[config.mk]
export PLATFORM = sky130hd
export DESIGN_NAME = forward_hazard_unit
export DESIGN_NICKNAME = d
export VERILOG_FILES = /design/src/rtl/forward_hazard_unit.sv
export SDC_FILE = /design/constraint.sdc
export NUM_CORES = 1
export LEC_CHECK = 0
export BUFFER_PORTS_ARGS = -buffer_cell sky130_fd_sc_hd__buf_2
export CAP_MARGIN = 20
export CORE_AREA = 2 2 64 66
export CTS_CLUSTER_DIAMETER = 200
export DETAILED_ROUTE_END_ITERATION = 12
export DIE_AREA = 0 0 66 68
export PLACE_DENSITY = 0.7
export SKIP_CTS_REPAIR_TIMING = 1
export SLEW_MARGIN = 10
export SYNTH_ARGS = -nofsm -noshare
export SYNTH_HDL_FRONTEND = slang
export SYNTH_SLANG_ARGS = --single-unit
[constraint.sdc]
create_clock -name clk -period 5.1 [get_ports clk]
set_input_delay 0.765 -clock clk [delete_from_list [all_inputs] [get_ports clk]]
set_output_delay 0.765 -clock clk [all_outputs]
set_load 0.01 [all_outputs]
[src/rtl/forward_hazard_unit.sv]
// -----------------------------------------------------------------------------
// forward_hazard_unit
//
// Purpose:
//   Forwarding and load-use hazard unit for a classic 5-stage pipeline. It
//   keeps its own shadow copy of the destination info for the instructions in
//   EX, MEM and WB. It uses that copy to do three things:
//     - compute registered operand-mux selects for the instruction that is
//       about to enter EX;
//     - raise a one-cycle combinational stall when a load result is needed
//       by the very next instruction;
//     - count stall cycles in a saturating counter.
//
// Ports:
//   clk          in   1   single clock, rising edge
//   rst          in   1   asynchronous, active-high reset
//   ID_Valid     in   1   a real instruction is in decode
//   ID_Rs        in   5   first source register of the decode instruction
//   ID_Rt        in   5   second source register of the decode instruction
//   ID_UsesRs    in   1   decode instruction reads ID_Rs
//   ID_UsesRt    in   1   decode instruction reads ID_Rt
//   ID_Rd        in   5   destination register of the decode instruction
//   ID_RegWrite  in   1   decode instruction writes ID_Rd
//   ID_MemRead   in   1   decode instruction is a load
//   Flush        in   1   squash the decode instruction (taken branch)
//   ForwardA     out  2   registered EX operand-A select
//   ForwardB     out  2   registered EX operand-B select
//   Stall        out  1   combinational; hold PC and IF/ID this cycle
//   StallCount   out  16  saturating count of stall cycles
//
// Select encoding: 00 = register file, 01 = MEM/WB result,
//                  10 = EX/MEM result, 11 = never driven.
// -----------------------------------------------------------------------------
module forward_hazard_unit (
  input  logic        clk,
  input  logic        rst,
  input  logic        ID_Valid,
  input  logic [4:0]  ID_Rs,
  input  logic [4:0]  ID_Rt,
  input  logic        ID_UsesRs,
  input  logic        ID_UsesRt,
  input  logic [4:0]  ID_Rd,
  input  logic        ID_RegWrite,
  input  logic        ID_MemRead,
  input  logic        Flush,
  output logic [1:0]  ForwardA,
  output logic [1:0]  ForwardB,
  output logic        Stall,
  output logic [15:0] StallCount
);

  localparam logic [1:0] SEL_RF  = 2'b00;
  localparam logic [1:0] SEL_MEM = 2'b01;
  localparam logic [1:0] SEL_EX  = 2'b10;

  localparam int EX_IDX  = 0;
  localparam int MEM_IDX = 1;
  localparam int WB_IDX  = 2;

  typedef struct packed {
    logic       valid;
    logic [4:0] rd;
    logic       regwrite;
    logic       memread;
  } slot_t;

  // Shadow pipeline: index 0 = EX, 1 = MEM, 2 = WB.
  slot_t slot [3];

  slot_t      insert;
  logic       insert_real;
  logic       stall_c;
  logic [1:0] fwd_a_next;
  logic [1:0] fwd_b_next;

  // A slot can supply a value only if it really writes a non-zero register.
  function automatic logic is_source(input slot_t s);
    return s.valid && s.regwrite && (s.rd != 5'd0);
  endfunction

  // EX/MEM result wins over MEM/WB because it is the younger write.
  function automatic logic [1:0] fwd_select(input logic [4:0] src,
                                            input logic       uses,
                                            input slot_t      ex_s,
                                            input slot_t      mem_s);
    logic [1:0] sel;
    sel = SEL_RF;
    if (uses) begin
      if (is_source(ex_s) && (ex_s.rd == src))
        sel = SEL_EX;
      else if (is_source(mem_s) && (mem_s.rd == src))
        sel = SEL_MEM;
    end
    return sel;
  endfunction

  function automatic logic [15:0] sat_inc16(input logic [15:0] v);
    return (v == 16'hFFFF) ? v : v + 16'd1;
  endfunction

  // Load-use detection: a load in EX cannot forward to the instruction now
  // in decode, so decode holds for one cycle while a bubble enters EX.
  always_comb begin
    stall_c = 1'b0;
    if (!rst && ID_Valid && !Flush &&
        slot[EX_IDX].memread && is_source(slot[EX_IDX])) begin
      if ((ID_UsesRs && (ID_Rs == slot[EX_IDX].rd)) ||
          (ID_UsesRt && (ID_Rt == slot[EX_IDX].rd)))
        stall_c = 1'b1;
    end
  end

  assign Stall = stall_c;

  // Flush and stall both turn the insert into a bubble.
  always_comb begin
    insert_real = ID_Valid && !stall_c && !Flush;
    insert      = '0;
    if (insert_real) begin
      insert.valid    = 1'b1;
      insert.rd       = ID_Rd;
      insert.regwrite = ID_RegWrite;
      insert.memread  = ID_MemRead;
    end
  end

  always_comb begin
    fwd_a_next = SEL_RF;
    fwd_b_next = SEL_RF;
    if (insert_real) begin
      fwd_a_next = fwd_select(ID_Rs, ID_UsesRs, slot[EX_IDX], slot[MEM_IDX]);
      fwd_b_next = fwd_select(ID_Rt, ID_UsesRt, slot[EX_IDX], slot[MEM_IDX]);
    end
  end

  // ID -> EX boundary: shift shadow slots and register selects and count.
  always_ff @(posedge clk or posedge rst) begin
    if (rst) begin
      for (int i = 0; i < 3; i++)
        slot[i] <= '0;
      ForwardA   <= SEL_RF;
      ForwardB   <= SEL_RF;
      StallCount <= 16'd0;
    end else begin
      slot[WB_IDX]  <= slot[MEM_IDX];
      slot[MEM_IDX] <= slot[EX_IDX];
      slot[EX_IDX]  <= insert;
      ForwardA      <= fwd_a_next;
      ForwardB      <= fwd_b_next;
      if (stall_c)
        StallCount <= sat_inc16(StallCount);
    end
  end

endmodule

==> impl_metrics.env <==
export IMPL_timing_max_cap_violations=0
export IMPL_num_rows=23
export IMPL_start_util=0.442
export IMPL_drv_slew=0
export IMPL_synth_top_family_by_area="simple AND/OR/NAND/NOR gates"
export IMPL_crit_type="in -> out"
export IMPL_dieArea_mm2=0.00449
export IMPL_fmax_mhz=313
export IMPL_synth_top_area_share=0.514
export IMPL_numCtsBuffers=5
export IMPL_slew_headroom=0.579
export IMPL_grt_max_degree=37
export IMPL_irDropWorstVdd_v=0.000130
export IMPL_io_buffers=43
export IMPL_first_pass_iters=6
export IMPL_routed_wl_mm=3.24
export IMPL_hold_ws_ns=0.434
export IMPL_finalClockSkew_ns=0.00487
export IMPL_synth_avg_cell_area_um2=11.5
export IMPL_drcViolationCount=0
export IMPL_yosysWarningCount=0
export IMPL_async_reset_ff_frac=1.00
export IMPL_synth_simple_area_share=0.223
export IMPL_grt_pass1_vias=1235
export IMPL_vias=1264
export IMPL_hold_class="reg -> reg"
export IMPL_final_layout_size_suffix_gt1_frac=0.313
export IMPL_p_leak_nw=1.05
export IMPL_cts_buffer_depth=2
export IMPL_rsz0062_at_grt="false"
export IMPL_path_clk_slew_ns=0.07
export IMPL_cts_tree="built"
export IMPL_min_period_over_period=0.626
export IMPL_grt_usage=0.161
export IMPL_syn_area_mm2=0.00171
export IMPL_num_io_pins=44
export IMPL_grt_pass1_wl_mm=5.33
export IMPL_path_cells="buf_2 > xor2_1 > nor3_1 > a32o_1 > and2_2 > buf_2"
export IMPL_insertion_delay_ns=0.29
export IMPL_wire_per_inst_um=13.1
export IMPL_synth_compound_area_frac=0.0572
export IMPL_hpwl_mm=2.50
export IMPL_setup_tns_final_ns=0
export IMPL_drtAntennaViolNets=0
export IMPL_synth_distinct_cells=37
export IMPL_post_route_util=0.548
export IMPL_syn_to_final_growth_pct=24.0
export IMPL_cp_max_fo=18
export IMPL_final_setup_viol_count=0
export IMPL_synthFlopType="dfrtp_1"
export IMPL_place_congestion=0.861
export IMPL_cts_max_level=2
export IMPL_synthMuxAreaShare=0.0154
export IMPL_finalNetCount=221
export IMPL_startpoint_type="input port"
export IMPL_post_route_min_period_ns=3.19
export IMPL_critPathMaxStageDelay_ns=0.65
export IMPL_synthAdderAreaFrac=0.00734
export IMPL_outcome="finished clean"
export IMPL_crit_required_ns=4.34
export IMPL_gr_total_overflow=0
export IMPL_ys_seq_area_frac=0.514
export IMPL_core_area_mm2=0.00386
export IMPL_power_density_mw_per_mm2=294
export IMPL_yosys_top_cells_count="35 x dfrtp_1, 19 x xor2_1, 14 x xnor2_1"
export IMPL_antenna_found_initial=0
export IMPL_cts_root_buf="clkbuf_8"
export IMPL_clkSinkCount=35
export IMPL_synth_edf_count=0
export IMPL_antennaDiodeCount=0
export IMPL_finalHoldViolations=0
export IMPL_synth_area_leader_cell="dfrtp_1"
export IMPL_yosysMostFrequentCell="dfrtp_1"
export IMPL_cp_end_kind="output pin"
export IMPL_synth_xor_area_share=0.169
export IMPL_crit_slowest_cell="a32o_1"
export IMPL_syn_num_nets=172
export IMPL_arrival_ns=2.43
export IMPL_syn_inst=148
export IMPL_die_h_um=68
export IMPL_dieWidth_um=66
export IMPL_worst_path_most_repeated_cell="buf_2"
export IMPL_synth_seq_cells=35
export IMPL_synthTopCellsByArea="dfrtp_1 51%, xor2_1 9.8%, xnor2_1 7.2%, and2_1 2.6%, nand4_1 2.6%"
export IMPL_max_slew_worst_pin_slew_ns=0.632
export IMPL_vias_per_cell=5.10
export IMPL_drt_iter0_drc=56
-- critical path, delay by kind of cell --
kind / cells / cell delay, ns
XOR/XNOR: 1 / 0.14
AND/OR/NAND/NOR: 2 / 0.63
AO/OA/AOI/OAI: 1 / 0.65
buffers and inverters: 2 / 0.25
-- path summary, 6_finish.rpt --
check,start,endpoint,slack [ns],cells after the start
max in group asynchronous,rst,StallCount[5],4.25,3
hold / removal,slot[17],slot[9],0.43,0
min in group asynchronous,rst,slot[17],0.56,3
setup / recovery,ID_Rs[2],Stall,1.91,6
hold reg to reg,slot[17],slot[9],0.43,0
setup reg to reg,slot[20],StallCount[12],2.65,5
-- cell families after synthesis --
logic type / Yosys count
xor+xnor: 33
simple gates: 63
flops: 35
mux: 2
compound gates: 9
fa+ha+maj: 1
buf+inv: 5
-- through the flow --
stage,total power (W),cell area (um^2),worst slack [ns],cells
CTS,0.000629,2110,1.95,248
finish,0.000622,2110,1.91,248
global placement,0.000330,1980,2.05,240
global route,0.000643,2110,1.84,248
detailed placement,0.000332,1980,1.94,240
floorplan,0.000315,1710,2.02,148
-- layout by cell type, fill, tap and decap left out, types with 2 or more instances in the layout --
cell | synthesis | final
and3_1 | 5 | 5
nand3_1 | 7 | 7
nor4_1 | 2 | 2
dfrtp_1 | 35 | 35
nand4_1 | 7 | 7
nor2_1 | 7 | 7
buf_2 | 1 | 43
inv_1 | 3 | 3
bufinv_16 | 0 | 2
xnor2_1 | 14 | 14
and2_1 | 7 | 7
nand4b_1 | 3 | 3
xor2_1 | 19 | 19
nand2_1 | 8 | 8
clkbuf_8 | 0 | 5
nor4b_1 | 2 | 2
nor3_1 | 6 | 6
-- where the power goes --
group	total, W	internal [W]	switching [W]
combinational	0.0000388	0.0000180	0.0000209
sequential	0.000287	0.000282	0.00000510
clock	0.000296	0.000195	0.000101
-- sequential cells by signal, summed over array words and instances (netlist names) --
signal and count:
ForwardA 2, ForwardB 2, StallCount 16, slot 15
-- routing by layer --
layer  track usage  share of wire  vias up  wire [um]
met1         0.189           0.42      590       1360
li1              -              -      616          -
met5             0              0        -          0
met2         0.269           0.49       47       1580
met4        0.0714          0.024        0         78
met3        0.0543          0.068       11        219
-- area by class of cell --
class,count,area (um^2)
clock buffers,5,68.8
repair buffers,44,223
inverters,3,11.3
flip-flops and latches,35,876
fillers,349,1740
clock inverters,3,67.6
well taps,50,62.6
multi-input cells,108,806
Power figures use the tool's default switching activity.
